$ cat src/rtl/arm_pkg.sv
// Shared ARM-style constants: condition codes, ALU encodings, flag indices.
// Used by the condition-evaluation and flag-update logic.
package arm_pkg;

    localparam logic [3:0] COND_EQ = 4'b0000;
    localparam logic [3:0] COND_NE = 4'b0001;
    localparam logic [3:0] COND_CS = 4'b0010;
    localparam logic [3:0] COND_CC = 4'b0011;
    localparam logic [3:0] COND_MI = 4'b0100;
    localparam logic [3:0] COND_PL = 4'b0101;
    localparam logic [3:0] COND_VS = 4'b0110;
    localparam logic [3:0] COND_VC = 4'b0111;
    localparam logic [3:0] COND_HI = 4'b1000;
    localparam logic [3:0] COND_LS = 4'b1001;
    localparam logic [3:0] COND_GE = 4'b1010;
    localparam logic [3:0] COND_LT = 4'b1011;
    localparam logic [3:0] COND_GT = 4'b1100;
    localparam logic [3:0] COND_LE = 4'b1101;
    localparam logic [3:0] COND_AL = 4'b1110;
    localparam logic [3:0] COND_NV = 4'b1111;

    localparam logic [1:0] ALU_ADD = 2'b00;
    localparam logic [1:0] ALU_SUB = 2'b01;
    localparam logic [1:0] ALU_AND = 2'b10;
    localparam logic [1:0] ALU_ORR = 2'b11;

    localparam int FLAG_N = 3;
    localparam int FLAG_Z = 2;
    localparam int FLAG_C = 1;
    localparam int FLAG_V = 0;

    localparam int FLAGW_NZ = 1;
    localparam int FLAGW_CV = 0;

endpackage

$ cat src/rtl/condcheck.sv
// Evaluates a 4-bit condition field against {N,Z,C,V}.
// NV always evaluates false so no X can leak out.
module condcheck
    import arm_pkg::*;
(
    input  logic [3:0] i_cond,
    input  logic [3:0] i_flags,
    output logic       o_condex
);

    logic w_n;
    logic w_z;
    logic w_c;
    logic w_v;
    logic w_ge;

    assign w_n  = i_flags[FLAG_N];
    assign w_z  = i_flags[FLAG_Z];
    assign w_c  = i_flags[FLAG_C];
    assign w_v  = i_flags[FLAG_V];
    assign w_ge = (w_n == w_v);

    always_comb begin
        o_condex = 1'b0;
        case (i_cond)
            COND_EQ: o_condex = w_z;
            COND_NE: o_condex = ~w_z;
            COND_CS: o_condex = w_c;
            COND_CC: o_condex = ~w_c;
            COND_MI: o_condex = w_n;
            COND_PL: o_condex = ~w_n;
            COND_VS: o_condex = w_v;
            COND_VC: o_condex = ~w_v;
            COND_HI: o_condex = w_c & ~w_z;
            COND_LS: o_condex = ~w_c | w_z;
            COND_GE: o_condex = w_ge;
            COND_LT: o_condex = ~w_ge;
            COND_GT: o_condex = ~w_z & w_ge;
            COND_LE: o_condex = w_z | ~w_ge;
            COND_AL: o_condex = 1'b1;
            default: o_condex = 1'b0;
        endcase
    end

endmodule

$ cat src/rtl/condlogic.sv
// Flag register, condition latch and gated write enables.
// Optional flag shadow (Snapshot/Restore) under CONDLOGIC_FLAG_SNAPSHOT_EN.
module condlogic
    import arm_pkg::*;
(
    input  logic        clk,
    input  logic        reset,
    input  logic [3:0]  Cond,
    input  logic [1:0]  ALUControl,
    input  logic [31:0] SrcA,
    input  logic [31:0] SrcB,
    input  logic [31:0] ALUResult,
    input  logic [1:0]  FlagW,
    input  logic        CondCapture,
    input  logic        PCS,
    input  logic        NextPC,
    input  logic        RegW,
    input  logic        MemW,
`ifdef CONDLOGIC_FLAG_SNAPSHOT_EN
    input  logic        Snapshot,
    input  logic        Restore,
`endif
    output logic [3:0]  Flags,
    output logic        CondExReg,
    output logic        PCWrite,
    output logic        RegWrite,
    output logic        MemWrite
);

    logic [3:0]  r_flags;
    logic        r_condex;
    logic        w_sub;
    logic [31:0] w_bp;
    logic [32:0] w_sum;
    logic [3:0]  w_nflags;
    logic        w_cond_ok;
    logic        w_wr_nz;
    logic        w_wr_cv;

    condcheck u_condcheck (
        .i_cond   (Cond),
        .i_flags  (r_flags),
        .o_condex (w_cond_ok)
    );

    // Carry/overflow come from the adder path, recomputed from the operands
    assign w_sub = (ALUControl == ALU_SUB);
    assign w_bp  = w_sub ? ~SrcB : SrcB;
    assign w_sum = {1'b0, SrcA} + {1'b0, w_bp} + {32'd0, w_sub};

    assign w_nflags[FLAG_N] = ALUResult[31];
    assign w_nflags[FLAG_Z] = (ALUResult == 32'd0);
    assign w_nflags[FLAG_C] = w_sum[32];
    assign w_nflags[FLAG_V] = (SrcA[31] == w_bp[31]) & (w_sum[31] != SrcA[31]);

    assign w_wr_nz = FlagW[FLAGW_NZ] & r_condex;
    assign w_wr_cv = FlagW[FLAGW_CV] & r_condex & ~ALUControl[1];

`ifdef CONDLOGIC_FLAG_SNAPSHOT_EN
    logic [3:0] r_shadow;

    always_ff @(posedge clk or negedge reset) begin
        if (!reset) begin
            r_shadow <= 4'b0000;
        end else if (Snapshot) begin
            r_shadow <= r_flags;
        end
    end

    // Restore wins over FlagW and bypasses the condition gate
    always_ff @(posedge clk or negedge reset) begin
        if (!reset) begin
            r_flags <= 4'b0000;
        end else if (Restore) begin
            r_flags <= r_shadow;
        end else begin
            if (w_wr_nz) begin
                r_flags[FLAG_N] <= w_nflags[FLAG_N];
                r_flags[FLAG_Z] <= w_nflags[FLAG_Z];
            end
            if (w_wr_cv) begin
                r_flags[FLAG_C] <= w_nflags[FLAG_C];
                r_flags[FLAG_V] <= w_nflags[FLAG_V];
            end
        end
    end
`else
    always_ff @(posedge clk or negedge reset) begin
        if (!reset) begin
            r_flags <= 4'b0000;
        end else begin
            if (w_wr_nz) begin
                r_flags[FLAG_N] <= w_nflags[FLAG_N];
                r_flags[FLAG_Z] <= w_nflags[FLAG_Z];
            end
            if (w_wr_cv) begin
                r_flags[FLAG_C] <= w_nflags[FLAG_C];
                r_flags[FLAG_V] <= w_nflags[FLAG_V];
            end
        end
    end
`endif

    always_ff @(posedge clk or negedge reset) begin
        if (!reset) begin
            r_condex <= 1'b0;
        end else if (CondCapture) begin
            r_condex <= w_cond_ok;
        end
    end

    assign Flags     = r_flags;
    assign CondExReg = r_condex;
    assign PCWrite   = (PCS & r_condex) | NextPC;
    assign RegWrite  = RegW & r_condex;
    assign MemWrite  = MemW & r_condex;

endmodule

$ cat config.mk
export PLATFORM = sky130hd
export DESIGN_NAME = condlogic
export DESIGN_NICKNAME = d
export VERILOG_FILES = /design/src/rtl/arm_pkg.sv /design/src/rtl/condcheck.sv /design/src/rtl/condlogic.sv
export SDC_FILE = /design/constraint.sdc
export NUM_CORES = 1
export LEC_CHECK = 0
export ABC_AREA = 1
export CAP_MARGIN = 5
export CORE_ASPECT_RATIO = 1.1
export CORE_MARGIN = 2
export CORE_UTILIZATION = 33
export DETAILED_ROUTE_END_ITERATION = 12
export PLACE_DENSITY = 0.89
export SYNTH_ARGS = -nofsm -noshare
export SYNTH_HDL_FRONTEND = slang
export SYNTH_SLANG_ARGS = --single-unit
$ cat constraint.sdc
create_clock -name clk -period 1.3 [get_ports clk]
set_clock_uncertainty 0.1 [all_clocks]
set_input_delay 0.26 -clock clk [delete_from_list [all_inputs] [get_ports clk]]
set_output_delay 0.26 -clock clk [all_outputs]
set_load 0.005 [all_outputs]
==> metrics.txt <==
status=finished with violations; failing checks=setup timing; routed via count=2603; CP required=roughly 1300 ps; CP endpoint kind=flip-flop; drt pass-1 iters=5; IO Pins=119; Post-synth top cells=nand2_1 (57), xnor2_1 (32), ha_1 (31); final slew viol count=0; Hold WS=156 ps; RSZ-0062 raised after global routing=yes; gr ovfl total=0; DRC viols=0; maximum clock frequency=about 470 MHz; CP Launch Type=input pin; Worst Path Max Fanout=8; Layout Nets=between 500 and 600; PortBufs=about 120; die height=roughly 80 um; Pleak=1.84 nW; Max Root-Sink Buffers=2; clock-pin transition on the worst setup and hold timing paths=40 ps; initial antenna violation count=0; Placement Cell Area=between 3000 and 4000 sq um; Cells after Synth=261; Yosys top cell by area=ha_1; average cell area after synthesis=6.58 sq um; fin crit share=163%; drt total wl=8090 um; critical path type=input pin to flip-flop; sequential fraction of the synthesis area=7.29%; num rows=27; largest net degree at the start of global routing=9; crit path to=Flags[0]; Reg2Reg Setup Slack=-150 ps; WP data arrival=around 2100 ps; CTS tree=built; clock sink total=5; Reg-to-Reg Start=Flags[3]; worst skew pair latency=220 ps; max-cap viol count=0; synth unique cells=30; Root Buffer Master=clkbuf_8; synthesized cell area=around 1700 sq um; dpl cells=~460; Num CTS Buffers=3; area occupied by multi-input gates=1790 sq um; final setup fails=4; H-tree depth=1; Routed Antenna Nets=0; die width=72.8 um; routed len/inst=16.6 um; Max rail drop VDD=0.000377 V; Post-synth EDFFs=0; final instance area=3730 sq um; top cells by area, synth=ha_1 (23%), xnor2_1 (16%), nand2_1 (12%); vias in the first global route=2578; non-filler cells, final=487; filler instances=343; Yosys warning count=0; Power Density=680 nW/um^2; Worst Setup SP=ALUControl[1]; synth-to-layout area growth=117%; # hold bufs at CTS=0; vias per cell=5.34; most frequent cell after synthesis=nand2_1; Reg-to-Reg End=CondExReg; dominant synthesized flop cell=dfrtp_1; # diodes=0; total track usage=23.6%; syn nets=403; layout cells sized above 1=28.2%; initial core utilization=between 30% and 40%; dpl hpwl=approximately 5100 um; Setup WS post-layout=-816 ps; die footprint=between 5000 and 6000 sq um; fin crit period=around 2100 ps; ys async rst share=100%; final hold vios=0; measured slew at the worst slew-check pin=263 ps; Worst slew margin=82.3%; first-pass GRT wire length=11000 um; core area=5000 sq um; gpl congestion=0.844; Hold Crit Class=input pin to asynchronous set/reset pin; Worst Reg-to-Reg Cells=8; DR iter-0 viols=113; synthesis-stage register bit count=5; register area=125 sq um; Yosys top cell area share=between 20% and 30%
## final cells by class
| type | count | share of cell area [%] |
|---|---|---|
| Sequential cell | 5 | 3.36 |
| Clock buffer | 4 | 1.21 |
| Timing Repair Buffer | 165 | 42.3 |
| Multi-Input combinational cell | 229 | 48.1 |
| Inverter | 26 | 3.05 |
| Tap cell | 58 | 1.95 |
## repair_timing
item                       CTS  global route
buffers inserted            11            10
gates resized for setup     70            62
cloned                       2             0
setup endpoints to repair   12             9
pin swaps                   39            65
## flip-flops by register name, indices dropped and copies added, names as in the netlist
register   flops
Flags          4
CondExReg      1
## worst max-delay path, cell delays in order
cell     delay (ps)
buf_6           120
inv_16           70
nand2_8          70
buf_12          160
xnor2_1         140
ha_1            370
nand2_2         100
nor2_2          150
nand2_1          90
nand2_1          60
nand2_1          50
nand2_1          70
nand2_1         100
nand3_1         110
nand2_1          60
nand2_1          70
nand2_1          60
## power by group
group          leakage, nW  internal (mW)  switching, mW  total, mW
clock network       0.0228          0.211         0.0850      0.296
registers           0.0634          0.207         0.0619      0.269
logic                 1.76           1.06          0.909       1.97
## metrics by stage
step / utilization [%] / TNS, ps / total power [mW] / setup WS (ps)
global route: 74.5 / -2050 / 2.69 / -862
floorplan: - / -1110 / 1.04 / -586
global placement: 64.2 / -4490 / 1.79 / -1360
detailed placement: 64.2 / -4810 / 1.84 / -1470
CTS: 68.5 / -1610 / 2.20 / -766
finish: 74.5 / -1780 / 2.53 / -816
## worst min-delay path by stage
stage                      from   endpoint  slack [ps]  depth (start not counted)
final                     reset  CondExReg         160                          1
after floorplan           reset  CondExReg        -140                          0
after CTS                 reset  CondExReg         170                          1
after detailed placement  reset   Flags[3]         390                          1
after global routing      reset  CondExReg         180                          1
after global placement    reset  CondExReg         400                          1
## kinds of logic (layout without fill, tap and decap cells)
kind of cell	after synthesis	after routing	synth area share, %
buf+inv	29	195	6.56
xor+xnor	32	32	16.3
compound gates	47	47	15.3
fa+ha+maj	31	31	22.6
flops	5	5	7.29
simple gates	117	119	31.9
## layer usage
metal  part of all wire [%]  GRT usage (%)  up-vias
met1                     37           26.7     1200
met3                    4.5           1.52       40
li1                       -              -     1247
met2                     54           45.0      116
met5                      0              0        -
met4                    4.4           9.26        0
## placed cells by master (no fill, tap or decap), types with 2 or more instances in the layout
master,count
clkdlybuf4s50_1,69
nand2_1,51
buf_4,44
ha_1,28
xnor2_1,24
dlygate4sd2_1,23
dlymetal6s2s_1,19
inv_1,17
nand3_1,16
a21oi_1,13
a21oi_2,11
nor4_2,9
nor2_1,9
xnor2_2,8
nand2_2,8
inv_2,8
nand4_1,7
o21ai_0,6
dfrtp_1,5
nand3_2,5
buf_6,5
o21ai_1,4
nor2_2,3
ha_4,3
clkbuf_8,3
nand2_8,2
a21o_1,2
nor3_1,2
a31oi_1,2
o22ai_1,2
nor4_1,2
buf_2,2
buf_12,2
Power figures use the tool's default switching activity.
